### config.mk
export PLATFORM = sky130hd
export DESIGN_NAME = aquila_s_device_port
export DESIGN_NICKNAME = d
export VERILOG_FILES = /design/src/rtl/aquila_axi_pkg.sv /design/src/rtl/aquila_s_device_port.sv
export SDC_FILE = /design/constraint.sdc
export NUM_CORES = 1
export LEC_CHECK = 0
export BUFFER_PORTS_ARGS = -buffer_cell sky130_fd_sc_hd__buf_4
export CAP_MARGIN = 20
export CORE_MARGIN = 3
export CORE_UTILIZATION = 25
export CTS_BUF_LIST = sky130_fd_sc_hd__clkbuf_16
export DETAILED_ROUTE_END_ITERATION = 10
export PLACE_DENSITY = 0.56
export SYNTH_ARGS = -nofsm -noshare
export SYNTH_HDL_FRONTEND = slang
export SYNTH_SLANG_ARGS = --single-unit
### constraint.sdc
create_clock -name S_AXI_ACLK -period 5.25 [get_ports S_AXI_ACLK]
set_clock_uncertainty 0.2 [all_clocks]
set_input_delay 0.525 -clock S_AXI_ACLK [delete_from_list [all_inputs] [get_ports S_AXI_ACLK]]
set_output_delay 0.525 -clock S_AXI_ACLK [all_outputs]
set_load 0.005 [all_outputs]
### src/rtl/aquila_axi_pkg.sv
// Shared AXI response codes and the device-port FSM state encoding.
package aquila_axi_pkg;

  localparam logic [1:0] AXI_RESP_OKAY   = 2'b00;
  localparam logic [1:0] AXI_RESP_SLVERR = 2'b10;
  localparam logic [1:0] AXI_RESP_DECERR = 2'b11;

  typedef enum logic [2:0] {
    ST_IDLE,
    ST_ISSUE,
    ST_WAIT,
    ST_WRESP,
    ST_RRESP
  } dev_port_state_e;

endpackage

### src/rtl/aquila_s_device_port.sv
// AXI4-Lite slave that replays one write or one read at a time on a single-beat
// device bus, with a watchdog that answers SLVERR if the device never responds.
module aquila_s_device_port
  import aquila_axi_pkg::*;
#(
  parameter int unsigned C_S_AXI_ADDR_WIDTH = 32,
  parameter int unsigned C_S_AXI_DATA_WIDTH = 32,
  parameter int unsigned TIMEOUT_CYCLES     = 256
) (
  input  logic                            S_AXI_ACLK,
  input  logic                            S_AXI_ARESETN,
  input  logic [C_S_AXI_ADDR_WIDTH-1:0]   S_AXI_AWADDR,
  input  logic [2:0]                      S_AXI_AWPROT,
  input  logic                            S_AXI_AWVALID,
  output logic                            S_AXI_AWREADY,
  input  logic [C_S_AXI_DATA_WIDTH-1:0]   S_AXI_WDATA,
  input  logic [C_S_AXI_DATA_WIDTH/8-1:0] S_AXI_WSTRB,
  input  logic                            S_AXI_WVALID,
  output logic                            S_AXI_WREADY,
  output logic [1:0]                      S_AXI_BRESP,
  output logic                            S_AXI_BVALID,
  input  logic                            S_AXI_BREADY,
  input  logic [C_S_AXI_ADDR_WIDTH-1:0]   S_AXI_ARADDR,
  input  logic [2:0]                      S_AXI_ARPROT,
  input  logic                            S_AXI_ARVALID,
  output logic                            S_AXI_ARREADY,
  output logic [C_S_AXI_DATA_WIDTH-1:0]   S_AXI_RDATA,
  output logic [1:0]                      S_AXI_RRESP,
  output logic                            S_AXI_RVALID,
  input  logic                            S_AXI_RREADY,
  output logic                            DEV_strobe,
  output logic [C_S_AXI_ADDR_WIDTH-1:0]   DEV_addr,
  output logic                            DEV_rw,
  output logic [C_S_AXI_DATA_WIDTH/8-1:0] DEV_byte_enable,
  output logic [C_S_AXI_DATA_WIDTH-1:0]   DEV_core2dev_data,
  input  logic                            DEV_data_ready,
  input  logic [C_S_AXI_DATA_WIDTH-1:0]   DEV_dev2core_data
);

  localparam int unsigned AW     = C_S_AXI_ADDR_WIDTH;
  localparam int unsigned DW     = C_S_AXI_DATA_WIDTH;
  localparam int unsigned STRB_W = C_S_AXI_DATA_WIDTH / 8;
  localparam int unsigned CNT_W  = (TIMEOUT_CYCLES == 0) ? 1 : $clog2(TIMEOUT_CYCLES + 1);
  localparam bit          WDOG_EN  = (TIMEOUT_CYCLES != 0);
  localparam logic [CNT_W-1:0] CNT_LAST = CNT_W'(TIMEOUT_CYCLES - 1);

  dev_port_state_e state_q, state_d;

  logic              aw_full, w_full, ar_full;
  logic [AW-1:0]     awaddr_q, araddr_q;
  logic [DW-1:0]     wdata_q;
  logic [STRB_W-1:0] wstrb_q;
  logic              op_wr_q;
  logic [CNT_W-1:0]  cnt_q;

  logic              issue_wr_c, issue_rd_c, done_c;
  logic [1:0]        resp_c;
  logic [DW-1:0]     rdata_c;

  logic aw_hs, w_hs, ar_hs, b_hs, r_hs;
  logic unused_prot;

  assign aw_hs = S_AXI_AWVALID && S_AXI_AWREADY;
  assign w_hs  = S_AXI_WVALID  && S_AXI_WREADY;
  assign ar_hs = S_AXI_ARVALID && S_AXI_ARREADY;
  assign b_hs  = S_AXI_BVALID  && S_AXI_BREADY;
  assign r_hs  = S_AXI_RVALID  && S_AXI_RREADY;

  assign unused_prot = ^{S_AXI_AWPROT, S_AXI_ARPROT};

  always_ff @(posedge S_AXI_ACLK) begin
    if (!S_AXI_ARESETN) state_q <= ST_IDLE;
    else                state_q <= state_d;
  end

  // Writes take priority over a pending read; device-ready beats the watchdog.
  always_comb begin
    state_d    = state_q;
    issue_wr_c = 1'b0;
    issue_rd_c = 1'b0;
    done_c     = 1'b0;
    resp_c     = AXI_RESP_OKAY;
    rdata_c    = '0;
    case (state_q)
      ST_IDLE: begin
        if (aw_full && w_full) begin
          issue_wr_c = 1'b1;
          state_d    = ST_ISSUE;
        end else if (ar_full) begin
          issue_rd_c = 1'b1;
          state_d    = ST_ISSUE;
        end
      end
      ST_ISSUE: begin
        if (DEV_data_ready) begin
          done_c  = 1'b1;
          rdata_c = DEV_dev2core_data;
        end else begin
          state_d = ST_WAIT;
        end
      end
      ST_WAIT: begin
        if (DEV_data_ready) begin
          done_c  = 1'b1;
          rdata_c = DEV_dev2core_data;
        end else if (WDOG_EN && (cnt_q == CNT_LAST)) begin
          done_c = 1'b1;
          resp_c = AXI_RESP_SLVERR;
        end
      end
      ST_WRESP: if (S_AXI_BREADY) state_d = ST_IDLE;
      ST_RRESP: if (S_AXI_RREADY) state_d = ST_IDLE;
      default:  state_d = ST_IDLE;
    endcase
    if (done_c) state_d = op_wr_q ? ST_WRESP : ST_RRESP;
  end

  // Channel capture; READY is the registered complement of each full flag.
  always_ff @(posedge S_AXI_ACLK) begin
    if (!S_AXI_ARESETN) begin
      aw_full       <= 1'b0;
      w_full        <= 1'b0;
      ar_full       <= 1'b0;
      S_AXI_AWREADY <= 1'b0;
      S_AXI_WREADY  <= 1'b0;
      S_AXI_ARREADY <= 1'b0;
      awaddr_q      <= '0;
      araddr_q      <= '0;
      wdata_q       <= '0;
      wstrb_q       <= '0;
    end else begin
      if (aw_hs) begin
        awaddr_q      <= S_AXI_AWADDR;
        aw_full       <= 1'b1;
        S_AXI_AWREADY <= 1'b0;
      end else if (b_hs) begin
        aw_full       <= 1'b0;
        S_AXI_AWREADY <= 1'b1;
      end else begin
        S_AXI_AWREADY <= !aw_full;
      end

      if (w_hs) begin
        wdata_q      <= S_AXI_WDATA;
        wstrb_q      <= S_AXI_WSTRB;
        w_full       <= 1'b1;
        S_AXI_WREADY <= 1'b0;
      end else if (b_hs) begin
        w_full       <= 1'b0;
        S_AXI_WREADY <= 1'b1;
      end else begin
        S_AXI_WREADY <= !w_full;
      end

      if (ar_hs) begin
        araddr_q      <= S_AXI_ARADDR;
        ar_full       <= 1'b1;
        S_AXI_ARREADY <= 1'b0;
      end else if (r_hs) begin
        ar_full       <= 1'b0;
        S_AXI_ARREADY <= 1'b1;
      end else begin
        S_AXI_ARREADY <= !ar_full;
      end
    end
  end

  // Device request, watchdog and AXI response registers.
  always_ff @(posedge S_AXI_ACLK) begin
    if (!S_AXI_ARESETN) begin
      DEV_strobe        <= 1'b0;
      DEV_addr          <= '0;
      DEV_rw            <= 1'b0;
      DEV_byte_enable   <= '0;
      DEV_core2dev_data <= '0;
      op_wr_q           <= 1'b0;
      cnt_q             <= '0;
      S_AXI_BVALID      <= 1'b0;
      S_AXI_BRESP       <= '0;
      S_AXI_RVALID      <= 1'b0;
      S_AXI_RRESP       <= '0;
      S_AXI_RDATA       <= '0;
    end else begin
      DEV_strobe <= issue_wr_c || issue_rd_c;
      if (issue_wr_c) begin
        DEV_addr          <= awaddr_q;
        DEV_rw            <= 1'b1;
        DEV_byte_enable   <= wstrb_q;
        DEV_core2dev_data <= wdata_q;
        op_wr_q           <= 1'b1;
      end else if (issue_rd_c) begin
        DEV_addr          <= araddr_q;
        DEV_rw            <= 1'b0;
        DEV_byte_enable   <= '1;
        DEV_core2dev_data <= '0;
        op_wr_q           <= 1'b0;
      end

      if ((state_q == ST_WAIT) && !done_c) cnt_q <= cnt_q + CNT_W'(1);
      else                                 cnt_q <= '0;

      if (done_c) begin
        if (op_wr_q) begin
          S_AXI_BVALID <= 1'b1;
          S_AXI_BRESP  <= resp_c;
        end else begin
          S_AXI_RVALID <= 1'b1;
          S_AXI_RRESP  <= resp_c;
          S_AXI_RDATA  <= rdata_c;
        end
      end
      if (b_hs) S_AXI_BVALID <= 1'b0;
      if (r_hs) S_AXI_RVALID <= 1'b0;
    end
  end

endmodule

==> flow_metrics.tcl <==
set metrics [dict create \
    wl_per_cell_um 15.97 \
    status "finished clean" \
    synth.distinct_cells 45 \
    rsz0062_at_grt "no" \
    ff2ff_setup_slack_ns 2.66 \
    crit_arrival_ns 2.80 \
    crit_start "cnt_q[0]" \
    synth.ff_latch_count 224 \
    core-area_um2 33700 \
    required_ns 5.46 \
    fin_nets 1306 \
    synth_compound_area_frac 0.2104 \
    yosys_most_used_dff "dfxtp_1" \
    p_leak_nw 4.488 \
    drc_errors 0 \
    path_class "flip-flop to flip-flop" \
    r2r_start "cnt_q[0]" \
    synth_area_um2 8579 \
    fmax_mhz 385.8 \
    gp_congestion 0.7289 \
    crit_path_start_kind "flip-flop" \
    num_rows 67 \
    dp_cells 1566 \
    maxSlewHeadroom 0.3702 \
    syn_to_final_growth_pct 36.17 \
    wl_met2_mm 11.95 \
    fill_cells 3509 \
    wirelength_mm 25.94 \
    layout_commonest_cell "nand2_1" \
    grt_usage 0.1362 \
    cts_setup_buffers 0 \
    r2r_cells 10 \
    clk-insertion-delay-late_ns 0.52 \
    synth_edf_count 0 \
    io_pins 257 \
    synth_top_family_by_area "compound AO/OA/AOI/OAI gates" \
    drtIter0Drc 350 \
    cts_sinks 224 \
    async_reset_ff_frac 0 \
    die_height_um 191.3 \
    drtAntennaViolNets 0 \
    hold_start "DEV_dev2core_data[13]" \
    syn_avg_cell_area_um2 9.166 \
    vias 7381 \
    overflow 0 \
    min_to "S_AXI_RDATA[13]" \
    top_layer "met4" \
    root_buffer "clkbuf_16" \
    yosysTopAreaCellShare 0.5227 \
    synth_mux_area_frac 0.02450 \
    synth-simple-area-share 0.1878 \
    period_needed_ns 2.592 \
    n_antenna_cell 0 \
    ir_worst_vdd_mv 0.2017 \
    grt_pass1_wl_mm 40.33 \
    worstHoldPathCells 2 \
    synth_seq_area_share 0.5227 \
    tightest_slew_ns 0.9447 \
    synthCells 936 \
    grt_max_degree 135 \
    layout_common_cells "nand2_1, buf_4, dfxtp_1" \
    grt_pass1_vias 7244 \
    ys_warn_count 0 \
    die_area_um2 36580 \
    final_hold_viol_count 0 \
    hold_slack_ns 0.03786 \
    antenna_found_initial 0 \
    met1Wirelength_mm 11.57 \
    rr_endpoint "state_q[2]" \
    power_density_nw_per_um2 353.1 \
    fin_util 0.3467 \
    synth_fa_ha_area_frac 0.002917 \
    cp-end-kind "flip-flop" \
    fin_crit_sh 0.4938 \
    synth-xor-area-share 0.006125 \
    clockBufferDepth 3 \
    port_buffers 248 \
    drv_cap 0 \
    hpwl_mm 16.17 \
    initial_utilization 0.2546 \
    dieWidth_um 191.3 \
    via_per_inst 4.545 \
    dr_wl_met3_mm 1.828 \
    yosys-top-cells-area "dfxtp_1, nand2_1, a21boi_0" \
    crit_fanout 22 \
    hp-class "input pin to flip-flop" \
    finalSetupViolCount 0 \
    dr.pass1.iters 4 \
    drive_above_1_share 0.2628 \
    cts_tree "done" \
    final_cells 1624 \
    cts.htree.levels 1 \
    fin_tns_setup_ns 0 \
    cts.clk_slew.worst_paths_ns 0.06 \
    cts_buffers 26 \
    yosys.area.top_type "dfxtp_1" \
    slew_viol_final 0 \
]
## logic make-up after synthesis
kind of cell | Yosys count
AND/OR/NAND/NOR | 367
adder cells (fa/ha/maj) | 2
buffers and inverters | 84
XOR/XNOR | 6
AO/OA/AOI/OAI | 231
multiplexers | 21
other | 1
flip-flops | 224
## synthesized netlist by cell type, drive strengths merged (6+ instances only)
cell type	instances
clkbuf	50
mux2i	21
nand3	23
nor2b	38
a32o	12
and2	8
nand2	267
nand2b	6
buf	29
nor2	12
a22oi	33
dfxtp	224
a21boi	132
o221ai	32
## registers in the layout, indices dropped and copies added, names as in the netlist, 4 cells and up
name and flops:
DEV_addr 32, DEV_core2dev_data 32, S_AXI_RDATA 32, araddr_q 32, awaddr_q 32, wdata_q 32, cnt_q 9, DEV_byte_enable 4
wstrb_q 4
## per-stage QoR
stage	setup slack (ns)	total power [mW]	cell area, um2
after CTS	2.618	4.212	11660
after global placement	2.599	2.444	10750
final	2.658	4.126	11680
after global routing	2.415	4.349	11680
after detailed placement	2.534	2.453	10750
after floorplan	2.873	2.198	8583
## how the worst max path moves through the flow
stage and to:
6_report state_q[2], 5_1_grt DEV_addr[8], 4_1_cts DEV_addr[8], 3_5_place_dp S_AXI_RDATA[21]
3_3_place_gp S_AXI_RDATA[21], 2_1_floorplan S_AXI_RDATA[10]
## power breakdown
group / internal (mW) / switching, mW / leakage, nW
Clock: 1.02 / 0.694 / 0.432
Combinational: 0.265 / 0.294 / 2.24
Sequential: 1.79 / 0.0626 / 1.82
Total: 3.07 / 1.05 / 4.49
## routing by layer
layer | up-vias | GRT usage
met1 | 3496 | 0.1783
met5 | - | 0
met4 | 0 | 0.03895
met3 | 33 | 0.03301
li1 | 3643 | -
met2 | 209 | 0.2231
## what timing repair did
action	4_1_cts	5_1_grt
hold endpoints to repair	11	0
hold buffers	11	0
gates resized for setup	0	0
## final cells by class
class                           count  area (um2)  share of cell area
Sequential cell                   224        4484              0.3838
Timing Repair Buffer              272        2086              0.1785
Clock buffer                       27       675.6             0.05783
Inverter                            5       18.77            0.001607
Multi-Input combinational cell    629        3726              0.3189
Tap cell                          448       560.5             0.04798
Clock inverter                     19       131.4             0.01125
## worst max-delay path: stages, from the launching register on
cell and delay [ns]:
dfxtp_1 0.33, ha_1 0.22, nand3_1 0.12, nor2_1 0.08, and3_1 0.19, ha_1 0.19
nor2_1 0.17, a2bb2oi_1 0.44, nor3_4 0.04, buf_4 0.27, o21a_1 0.22
No activity file was read; power rests on OpenSTA's default activity.
